--- config.mk ---
export PLATFORM = sky130hd
export DESIGN_NAME = ps2_key_decoder
export DESIGN_NICKNAME = d
export VERILOG_FILES = /design/src/rtl/ps2_kb_pkg.sv /design/src/rtl/ps2_key_decoder_key_fifo.sv /design/src/rtl/ps2_key_decoder.sv
export SDC_FILE = /design/constraint.sdc
export NUM_CORES = 1
export LEC_CHECK = 0
export ABC_CLOCK_PERIOD_IN_PS = 4900
export CAP_MARGIN = 20
export CORE_MARGIN = 10
export CORE_UTILIZATION = 50
export CTS_CLUSTER_DIAMETER = 100
export DETAILED_ROUTE_END_ITERATION = 10
export PLACE_DENSITY = 0.69
export SLEW_MARGIN = 25
export SYNTH_ARGS = -nofsm -noshare
export SYNTH_HDL_FRONTEND = slang
export SYNTH_SLANG_ARGS = --single-unit
--- constraint.sdc ---
create_clock -name clk -period 4.9 [get_ports clk]
set_input_delay 0.98 -clock clk [delete_from_list [all_inputs] [get_ports clk]]
set_output_delay 0.98 -clock clk [all_outputs]
set_load 0.01 [all_outputs]
--- src/rtl/ps2_kb_pkg.sv ---
// Shared definitions for the PS/2 keyboard decoder: FSM states, scan-code
// constants (set 2) and the ASCII control characters the decoder can emit.
package ps2_kb_pkg;

   typedef enum logic [1:0] {
      ST_IDLE    = 2'd0,
      ST_EXT     = 2'd1,
      ST_BRK     = 2'd2,
      ST_EXT_BRK = 2'd3
   } kb_state_e;

   localparam logic [7:0] SC_EXT    = 8'hE0;
   localparam logic [7:0] SC_BRK    = 8'hF0;
   localparam logic [7:0] SC_LSHIFT = 8'h12;
   localparam logic [7:0] SC_RSHIFT = 8'h59;
   localparam logic [7:0] SC_CAPS   = 8'h58;
   localparam logic [7:0] SC_ENTER  = 8'h5A;

   // Keyboard-to-host status bytes; they share no map entry but are never keys.
   localparam logic [7:0] SC_ACK    = 8'hFA;
   localparam logic [7:0] SC_BAT_OK = 8'hAA;
   localparam logic [7:0] SC_ECHO   = 8'hEE;
   localparam logic [7:0] SC_RESEND = 8'hFE;

   localparam logic [7:0] ASCII_NUL   = 8'h00;
   localparam logic [7:0] ASCII_BS    = 8'h08;
   localparam logic [7:0] ASCII_CR    = 8'h0D;
   localparam logic [7:0] ASCII_ESC   = 8'h1B;
   localparam logic [7:0] ASCII_SPACE = 8'h20;
   localparam logic [7:0] ASCII_CASE_BIT = 8'h20;

   function automatic logic is_status_code(input logic [7:0] code);
      return (code == SC_ACK) || (code == SC_BAT_OK) ||
             (code == SC_ECHO) || (code == SC_RESEND);
   endfunction

   function automatic logic is_lower_letter(input logic [7:0] ch);
      return (ch >= 8'h61) && (ch <= 8'h7A);
   endfunction

endpackage

--- src/rtl/ps2_key_decoder_key_fifo.sv ---
// First-word-fall-through key FIFO; an extra pointer bit separates full from
// empty, and a push into a full FIFO is accepted only alongside a pop.
module key_fifo #(
   parameter int FIFO_AW = 2
) (
   input  logic       clk,
   input  logic       reset,
   input  logic       push,
   input  logic [7:0] din,
   input  logic       pop,
   output logic [7:0] dout,
   output logic       empty,
   output logic       full
);

   localparam int DEPTH = 1 << FIFO_AW;

   logic [7:0]       mem_q [DEPTH];
   logic [FIFO_AW:0] wr_ptr_q, wr_ptr_d;
   logic [FIFO_AW:0] rd_ptr_q, rd_ptr_d;
   logic             do_push;
   logic             do_pop;

   assign empty = (wr_ptr_q == rd_ptr_q);
   assign full  = (wr_ptr_q[FIFO_AW] != rd_ptr_q[FIFO_AW]) &&
                  (wr_ptr_q[FIFO_AW-1:0] == rd_ptr_q[FIFO_AW-1:0]);

   assign do_pop  = pop & ~empty;
   assign do_push = push & (~full | do_pop);

   always_comb begin
      wr_ptr_d = wr_ptr_q + {{FIFO_AW{1'b0}}, do_push};
      rd_ptr_d = rd_ptr_q + {{FIFO_AW{1'b0}}, do_pop};
   end

   always_ff @(posedge clk or negedge reset) begin
      if (!reset) begin
         wr_ptr_q <= '0;
         rd_ptr_q <= '0;
      end else begin
         wr_ptr_q <= wr_ptr_d;
         rd_ptr_q <= rd_ptr_d;
      end
   end

   // Storage carries no reset; the head is only meaningful while not empty.
   always_ff @(posedge clk) begin
      if (do_push) begin
         mem_q[wr_ptr_q[FIFO_AW-1:0]] <= din;
      end
   end

   assign dout = mem_q[rd_ptr_q[FIFO_AW-1:0]];

endmodule

--- src/rtl/ps2_key_decoder.sv ---
// Turns PS/2 set-2 scan bytes into ASCII key presses, tracking shift and
// caps-lock state, and queues the characters in a small FIFO.
module ps2_key_decoder
   import ps2_kb_pkg::*;
#(
   parameter int FIFO_AW = 2
) (
   input  logic       clk,
   input  logic       reset,
   input  logic       rx_done_tick,
   input  logic [7:0] dout,
   input  logic       rd_key,
   output logic [7:0] key_ascii,
   output logic       key_empty,
   output logic       key_overflow,
   output logic       caps_led
);

   kb_state_e  state_q, state_d;
   logic       shift_l_q, shift_l_d;
   logic       shift_r_q, shift_r_d;
   logic       caps_q, caps_d;
   logic       overflow_q, overflow_d;

   logic [7:0] map_ascii;
   logic       map_is_letter;
   logic       upper;
   logic [7:0] key_char;
   logic       push;
   logic [7:0] push_data;
   logic [7:0] fifo_dout;
   logic       fifo_empty;
   logic       fifo_full;

   always_comb begin
      map_ascii = ASCII_NUL;
      case (dout)
         8'h1C: map_ascii = "a";
         8'h32: map_ascii = "b";
         8'h21: map_ascii = "c";
         8'h23: map_ascii = "d";
         8'h24: map_ascii = "e";
         8'h2B: map_ascii = "f";
         8'h34: map_ascii = "g";
         8'h33: map_ascii = "h";
         8'h43: map_ascii = "i";
         8'h3B: map_ascii = "j";
         8'h42: map_ascii = "k";
         8'h4B: map_ascii = "l";
         8'h3A: map_ascii = "m";
         8'h31: map_ascii = "n";
         8'h44: map_ascii = "o";
         8'h4D: map_ascii = "p";
         8'h15: map_ascii = "q";
         8'h2D: map_ascii = "r";
         8'h1B: map_ascii = "s";
         8'h2C: map_ascii = "t";
         8'h3C: map_ascii = "u";
         8'h2A: map_ascii = "v";
         8'h1D: map_ascii = "w";
         8'h22: map_ascii = "x";
         8'h35: map_ascii = "y";
         8'h1A: map_ascii = "z";
         8'h45: map_ascii = "0";
         8'h16: map_ascii = "1";
         8'h1E: map_ascii = "2";
         8'h26: map_ascii = "3";
         8'h25: map_ascii = "4";
         8'h2E: map_ascii = "5";
         8'h36: map_ascii = "6";
         8'h3D: map_ascii = "7";
         8'h3E: map_ascii = "8";
         8'h46: map_ascii = "9";
         8'h29: map_ascii = ASCII_SPACE;
         8'h5A: map_ascii = ASCII_CR;
         8'h66: map_ascii = ASCII_BS;
         8'h76: map_ascii = ASCII_ESC;
         default: map_ascii = ASCII_NUL;
      endcase
   end

   // Caps lock inverts the shift sense, but only for letters.
   assign map_is_letter = is_lower_letter(map_ascii);
   assign upper         = map_is_letter & ((shift_l_q | shift_r_q) ^ caps_q);
   assign key_char      = upper ? (map_ascii & ~ASCII_CASE_BIT) : map_ascii;

   always_comb begin
      state_d   = state_q;
      shift_l_d = shift_l_q;
      shift_r_d = shift_r_q;
      caps_d    = caps_q;
      push      = 1'b0;
      push_data = key_char;
      if (rx_done_tick) begin
         case (state_q)
            ST_IDLE: begin
               if (dout == SC_EXT) begin
                  state_d = ST_EXT;
               end else if (dout == SC_BRK) begin
                  state_d = ST_BRK;
               end else if (dout == SC_LSHIFT) begin
                  shift_l_d = 1'b1;
               end else if (dout == SC_RSHIFT) begin
                  shift_r_d = 1'b1;
               end else if (dout == SC_CAPS) begin
                  caps_d = ~caps_q;
               end else if ((map_ascii != ASCII_NUL) && !is_status_code(dout)) begin
                  push = 1'b1;
               end
            end
            ST_EXT: begin
               if (dout == SC_BRK) begin
                  state_d = ST_EXT_BRK;
               end else begin
                  state_d = ST_IDLE;
                  // Keypad Enter is the only extended key we translate.
                  if (dout == SC_ENTER) begin
                     push      = 1'b1;
                     push_data = ASCII_CR;
                  end
               end
            end
            ST_BRK: begin
               state_d = ST_IDLE;
               if (dout == SC_LSHIFT) shift_l_d = 1'b0;
               if (dout == SC_RSHIFT) shift_r_d = 1'b0;
            end
            default: begin
               state_d = ST_IDLE;
            end
         endcase
      end
   end

   assign overflow_d = overflow_q | (push & fifo_full & ~rd_key);

   always_ff @(posedge clk or negedge reset) begin
      if (!reset) begin
         state_q    <= ST_IDLE;
         shift_l_q  <= 1'b0;
         shift_r_q  <= 1'b0;
         caps_q     <= 1'b0;
         overflow_q <= 1'b0;
      end else begin
         state_q    <= state_d;
         shift_l_q  <= shift_l_d;
         shift_r_q  <= shift_r_d;
         caps_q     <= caps_d;
         overflow_q <= overflow_d;
      end
   end

   key_fifo #(
      .FIFO_AW (FIFO_AW)
   ) u_key_fifo (
      .clk   (clk),
      .reset (reset),
      .push  (push),
      .din   (push_data),
      .pop   (rd_key),
      .dout  (fifo_dout),
      .empty (fifo_empty),
      .full  (fifo_full)
   );

   assign key_ascii    = fifo_empty ? ASCII_NUL : fifo_dout;
   assign key_empty    = fifo_empty;
   assign key_overflow = overflow_q;
   assign caps_led     = caps_q;

endmodule

==> results of run 1 <==
==> flip-flops by register name, summed over array words and instances, names as in the netlist <==
signal               count
u_key_fifo.mem_q        28
u_key_fifo.rd_ptr_q      3
u_key_fifo.wr_ptr_q      3
state_q                  2
caps_led                 1
key_overflow             1
shift_l_q                1
shift_r_q                1
==> how the worst min path moves through the flow <==
stage	cells after the start	startpoint	end	slack [ns]
floorplan	2	shift_r_q$_DFFE_PN0P_	shift_r_q$_DFFE_PN0P_	0.45
global placement	2	shift_r_q$_DFFE_PN0P_	shift_r_q$_DFFE_PN0P_	0.46
detailed placement	2	key_overflow$_DFF_PN0_	key_overflow$_DFF_PN0_	0.47
CTS	2	key_overflow$_DFF_PN0_	key_overflow$_DFF_PN0_	0.49
global route	2	key_overflow$_DFF_PN0_	key_overflow$_DFF_PN0_	0.51
finish	2	key_overflow$_DFF_PN0_	key_overflow$_DFF_PN0_	0.48
==> per-stage QoR <==
| step | hold WS, ns | total power [µW] | worst slack (ns) |
|---|---|---|---|
| 6_report | 0.485 | 1270 | 0.789 |
| 5_1_grt | 0.510 | 1350 | 0.591 |
| 4_1_cts | 0.486 | 1290 | 0.800 |
| 3_5_place_dp | 0.467 | 1030 | 0.502 |
| 3_3_place_gp | 0.462 | 1020 | 0.554 |
| 2_1_floorplan | 0.450 | 812 | 1.09 |
==> layout by cell type, fill, tap and decap left out, types with 3 or more instances in the layout <==
cell	instances
a31oi_1	3
a21oi_1	19
or3_1	3
nor2b_1	15
buf_4	13
mux4_2	7
nand3b_1	4
mux2_2	3
edfxtp_1	28
nand2_1	15
clkbuf_8	5
nand2b_1	15
a21o_1	4
o211ai_1	4
clkdlybuf4s50_1	21
nor2_1	12
xor2_1	3
a211oi_1	6
o21ai_0	10
nor3_1	3
xnor2_1	4
dfrtp_1	12
nand3_1	7
inv_1	10
ha_1	11
==> final cells by class <==
cell class              instances  share of cell area
multi-input cells             202               0.482
flip-flops and latches         40               0.350
repair buffers                 34              0.0945
well taps                      72              0.0276
clock buffers                   6              0.0223
inverters                      11              0.0127
clock inverters                 2              0.0108
==> worst min-delay path: cells and delay by family, from the launching register on <==
kind	cells	cell delay, ns
AO/OA/AOI/OAI	2	0.10
flip-flops	1	0.35
==> synth_stat cells (4+ instances only) <==
| master | number | area share |
|---|---|---|
| a211oi_1 | 6 | 0.016 |
| a21o_1 | 4 | 0.010 |
| a21oi_1 | 19 | 0.033 |
| buf_2 | 10 | 0.017 |
| clkbuf_1 | 5 | 0.0065 |
| dfrtp_1 | 12 | 0.10 |
| edfxtp_1 | 28 | 0.29 |
| ha_1 | 11 | 0.048 |
| inv_1 | 10 | 0.013 |
| mux4_2 | 7 | 0.055 |
| nand2_1 | 15 | 0.020 |
| nand2b_1 | 15 | 0.033 |
| nand3_1 | 7 | 0.012 |
| nand3b_1 | 4 | 0.010 |
| nor2_1 | 12 | 0.016 |
| nor2b_1 | 15 | 0.033 |
| o211ai_1 | 4 | 0.010 |
| o21ai_0 | 10 | 0.017 |
| xnor2_1 | 4 | 0.012 |
==> power breakdown <==
part / internal (µW) / leakage [µW] / switching (µW)
Sequential: 431 / 0.000411 / 67.2
Combinational: 287 / 0.000778 / 227
Clock: 151 / 0.0000552 / 105
Total: 868 / 0.00124 / 399
==> kinds of logic after synthesis <==
family	synth area share
AND/OR/NAND/NOR	0.200
AO/OA/AOI/OAI	0.203
flip-flops	0.398
buffers and inverters	0.0541
multiplexers	0.0738
adder cells (fa/ha/maj)	0.0480
XOR/XNOR	0.0214
other	0.00131
==> layer usage <==
layer / vias to the layer above / GRT usage / part of all wire
li1: 1068 / - / -
met1: 1059 / 0.187 / 0.44
met2: 86 / 0.233 / 0.48
met3: 13 / 0.0210 / 0.061
met4: 0 / 0.0541 / 0.026
met5: - / 0 / 0
==> metrics.yaml, run 1 <==
run_status: "complete, no violations"
netlist_instances: 274
seqCellArea_um2: 1140
io_buffers: 21
drcViolationCount: 0
synthFlopType: "edfxtp_1"
antenna_found_initial: 0
worstPathArrival_ns: 4.28
fin_util: 0.588
worst_setup_path_start_kind: "primary input"
syn_area_per_cell_um2: 10.5
area_delta_synth_final_pct: 13.7
clk-insertion-delay-late_ns: 0.28
critPathCaptureType: "flip-flop"
postRouteAntennaNets: 0
dp.cells: 359
coreArea_um2: 5540
nets: 317
crit_top_cell: "ha_1"
critPathKind: "primary input to flip-flop"
ys_warn_count: 0
cts.htree.levels: 2
dp_hpwl_um: 4720
final_max_slew_viol_count: 0
gp_congestion: 0.931
cp-endpoint: "u_key_fifo.wr_ptr_q[2]$_DFF_PN0_"
setup_viol: 0
overflow: 0
drv_cap: 0
min_path_type: "flip-flop to flip-flop"
path_delay_family: "simple AND/OR/NAND/NOR gates"
clockBufferDepth: 2
place_area_um2: 3150
post-route-period-util: 0.839
nFillCells: 501
seq_area_frac_synth: 0.398
cts_tree: "built"
syn_nets: 297
cts_buffers: 5
rsz0062_at_grt: "false"
synth-async-reset-ratio: 0.300
cts_hold_buf: 0
power.density_nw_per_um2: 389
crit_cells: 13
rrSetupSlack_ns: 2.68
required_ns: 5.07
fin_skew_ns: 0.00543
final_cell_count_no_fill: 367
crit_buf_inv: 2
hold_violations: 0
viasPerCell: 6.07
clk_pin_slew_ns: 0.07
max_slew_margin: 0.546
diodes: 0
postCtsResizedCells: 0
max_freq_mhz: 243
min_period_ns: 4.11
worstMarginPinSlew_ns: 0.678
dieArea_um2: 9160
grt_usage: 0.142
finalWirelength_um: 6250
tns_ns: 0
reg2reg_depth: 9
io_pins: 23
post_cts_buffers: 0
synth_area_um2: 2870
die_w_um: 95.7
synth-edff-count: 28
initial_utilization: 0.517
power_leakage_uw: 0.00124
cp_slowest_stage_delay_ns: 0.54
cts.sinks: 40
rows: 27
drive_gt1_frac: 0.156
peakVddDrop_v: 0.000295
dr.first_iter.drc_count: 115
fp.dieH_um: 95.7
worstSetupStartpoint: "dout[0]"
grt_first_pass_wirelength_um: 10500
drt_first_pass_iters: 4
r2r_end: "u_key_fifo.wr_ptr_q[2]$_DFF_PN0_"
vias: 2226
grt_pass1_vias: 2095
r2r-start: "u_key_fifo.rd_ptr_q[0]$_DFF_PN0_"
slowest_stage: "or4b_4"
crit_path_max_fanout: 14
post_drt_wl_per_cell_um: 17.0
cts_root_buffer: "clkbuf_8"
ys_ff_latch: 40
fin_area_um2: 3260
yosys.cell_types.count: 69
grt_max_degree: 20
critical_path.cell_chain: "clkdlybuf4s50_1, inv_1, ha_1, or3_1, a221oi_2, o32ai_1, nand3b_4, or4b_4, o21ai_4, nand2_1, ha_1, ha_1, xor2_1"
multi_input_area_um2: 1570
(Power assumes the default switching activity.)
==> run 2: changes to the inputs <==
--- a/config.mk
+++ b/config.mk
@@ -5,13 +5,13 @@
 export SDC_FILE = /design/constraint.sdc
 export NUM_CORES = 1
 export LEC_CHECK = 0
-export ABC_CLOCK_PERIOD_IN_PS = 4900
+export ABC_CLOCK_PERIOD_IN_PS = 3300
 export CAP_MARGIN = 20
 export CORE_MARGIN = 10
 export CORE_UTILIZATION = 50
 export CTS_CLUSTER_DIAMETER = 100
 export DETAILED_ROUTE_END_ITERATION = 10
-export PLACE_DENSITY = 0.69
+export PLACE_DENSITY = 0.72
 export SLEW_MARGIN = 25
 export SYNTH_ARGS = -nofsm -noshare
 export SYNTH_HDL_FRONTEND = slang
==> constraint.sdc (replaced) <==
create_clock -name clk -period 3.3 [get_ports clk]
set_input_delay 0.66 -clock clk [delete_from_list [all_inputs] [get_ports clk]]
set_output_delay 0.66 -clock clk [all_outputs]
set_load 0.01 [all_outputs]
==> run 2 against run 1 <==
Sequential power rose by 51%. Critical endpoint is now u_key_fifo.mem_q[0][1]$_DFFE_PP_. Clock skew rose by 0.0010 ns. Final cell count rose by 18%. Highest routed layer unchanged. Non-clock buffer count rose by 65. Worst hold slack improved by 0.012 ns. Combinational power rose by 66%. Global-route usage rose by 2.6 points. Utilization rose by 11 points. Register-to-register slack got worse by 1.7 ns.
==> metrics.yaml, run 2 (synthesized netlist as in run 1, its figures left out) <==
tns_ns: 0
coreArea_um2: 5540
worstSetupStartpoint: "dout[0]"
critPathCaptureType: "flip-flop"
crit_top_cell: "buf_4"
worstHoldStart: "key_overflow$_DFF_PN0_"
nets: 382
cts_buffers: 5
mostFrequentLayoutCells: "73 x buf_4, 28 x edfxtp_1, 16 x clkdlybuf4s50_1"
reg2reg_depth: 7
crit_cells: 12
place_area_um2: 3660
dieArea_um2: 9160
fp.dieH_um: 95.7
max_slew_margin: 0.637
drv_cap: 0
postRouteAntennaNets: 0
cp_slowest_stage_delay_ns: 0.53
power_uw: 1990
overflow: 0
peakVddDrop_v: 0.000453
gp_congestion: 0.882
area_delta_synth_final_pct: 35.2
io_pins: 23
cts.sinks: 40
min_path_type: "flip-flop to flip-flop"
max_freq_mhz: 308
r2r-start: "state_q[0]$_DFFE_PN0P_"
clockBufferDepth: 2
clk_pin_slew_ns: 0.07
fin_skew_ns: 0.00643
power.density_nw_per_um2: 512
post_drt_wl_per_cell_um: 17.4
nFillCells: 430
crit_path_max_fanout: 7
cts_tree: "built"
min_period_ns: 3.24
worst_setup_path_start_kind: "primary input"
drcViolationCount: 0
worstPathArrival_ns: 3.29
initial_utilization: 0.517
finalWirelength_um: 7530
fin_area_um2: 3880
fin_ws_ns: 0.0583
drt_first_pass_iters: 4
cts_root_buffer: "clkbuf_8"
place_ws_ns: -0.632
grt_max_degree: 17
grt_first_pass_wirelength_um: 12300
required_ns: 3.35
rrSetupSlack_ns: 0.96
min_path_cells: 2
largest_reg_flops: 28
diodes: 0
slowest_stage: "or4b_4"
die_w_um: 95.7
cts.htree.levels: 2
hold_violations: 0
grt_usage: 0.168
rows: 27
io_buffers: 21
run_status: "complete, no violations"
dp_hpwl_um: 5750
critPathKind: "primary input to flip-flop"
worstMarginPinSlew_ns: 0.542
crit_buf_inv: 4
vias: 2486
drive_gt1_frac: 0.356
setup_viol: 0
antenna_found_initial: 0
power_leakage_uw: 0.00158
critical_path.cell_chain: "clkdlybuf4s15_1, inv_2, ha_4, or3_4, a221oi_4, o32ai_2, nand3b_4, or4b_4, o21ai_4, buf_4, a211oi_2, buf_4"
grt_pass1_vias: 2464
dr.first_iter.drc_count: 132
path_delay_family: "simple AND/OR/NAND/NOR gates"
final_max_slew_viol_count: 0
viasPerCell: 5.75
post-route-period-util: 0.982
final_common_cell: "buf_4"
clk-insertion-delay-late_ns: 0.28
## run 2: changes by cell type in the layout (fill, tap and decap cells not counted), sizes merged
cell	delta
buf	+66
clkdlybuf4s15	+1
clkdlybuf4s50	-5
clkinvlp	+1
dlygate4sd2	+1
dlymetal6s2s	+2
inv	-1
## run 2: worst register-to-register path: stages (launching register included)
cell	delay [ns]
dfrtp_1	0.44
nor2_1	0.12
nand3_1	0.08
or4_1	0.60
nor2_2	0.16
o21ai_4	0.08
buf_4	0.16
a21oi_2	0.36
## run 2: through the flow
step           utilization  std cells  hold WS [ns]
6_report             0.700        432         0.497
5_1_grt              0.700        432         0.523
4_1_cts              0.683        429         0.495
3_5_place_dp         0.660        420         0.472
3_3_place_gp         0.660        420         0.471
2_1_floorplan            -        274         0.364
## run 2: path summary, 6_finish.rpt
kind	to
min in group asynchronous	state_q[0]$_DFFE_PN0P_
worst max-delay path	u_key_fifo.mem_q[0][1]$_DFFE_PP_
worst min register to register	key_overflow$_DFF_PN0_
worst min-delay path	key_overflow$_DFF_PN0_
max in group asynchronous	u_key_fifo.wr_ptr_q[1]$_DFF_PN0_
worst max register to register	u_key_fifo.mem_q[3][4]$_DFFE_PP_
## run 2: cell type report
type | count | area, µm² | share of cell area
Multi-Input combinational cell | 202 | 1680 | 0.433
Sequential cell | 40 | 1140 | 0.294
Timing Repair Buffer | 99 | 807 | 0.208
Tap cell | 72 | 90.1 | 0.0232
Clock buffer | 6 | 72.6 | 0.0187
Inverter | 11 | 52.6 | 0.0136
Clock inverter | 2 | 35.0 | 0.00904
## run 2: repair_timing
item | CTS | global route
pin swaps | 4 | 7
setup endpoints to repair | 31 | 16
hold buffers | 0 | 0
gates cloned | 0 | 1
buffers inserted | 1 | 2
gates resized for setup | 10 | 20
## run 2: per-layer routing
metal  share of wire  track usage
met5               0            0
met4           0.022       0.0872
met3           0.043       0.0226
met2            0.51        0.288
met1            0.42        0.202
## run 2: power by group
| group | switching, µW | leakage, µW | internal (µW) |
|---|---|---|---|
| combinational | 368 | 0.00111 | 485 |
| sequential | 110 | 0.000411 | 640 |
| clock | 158 | 0.0000552 | 224 |
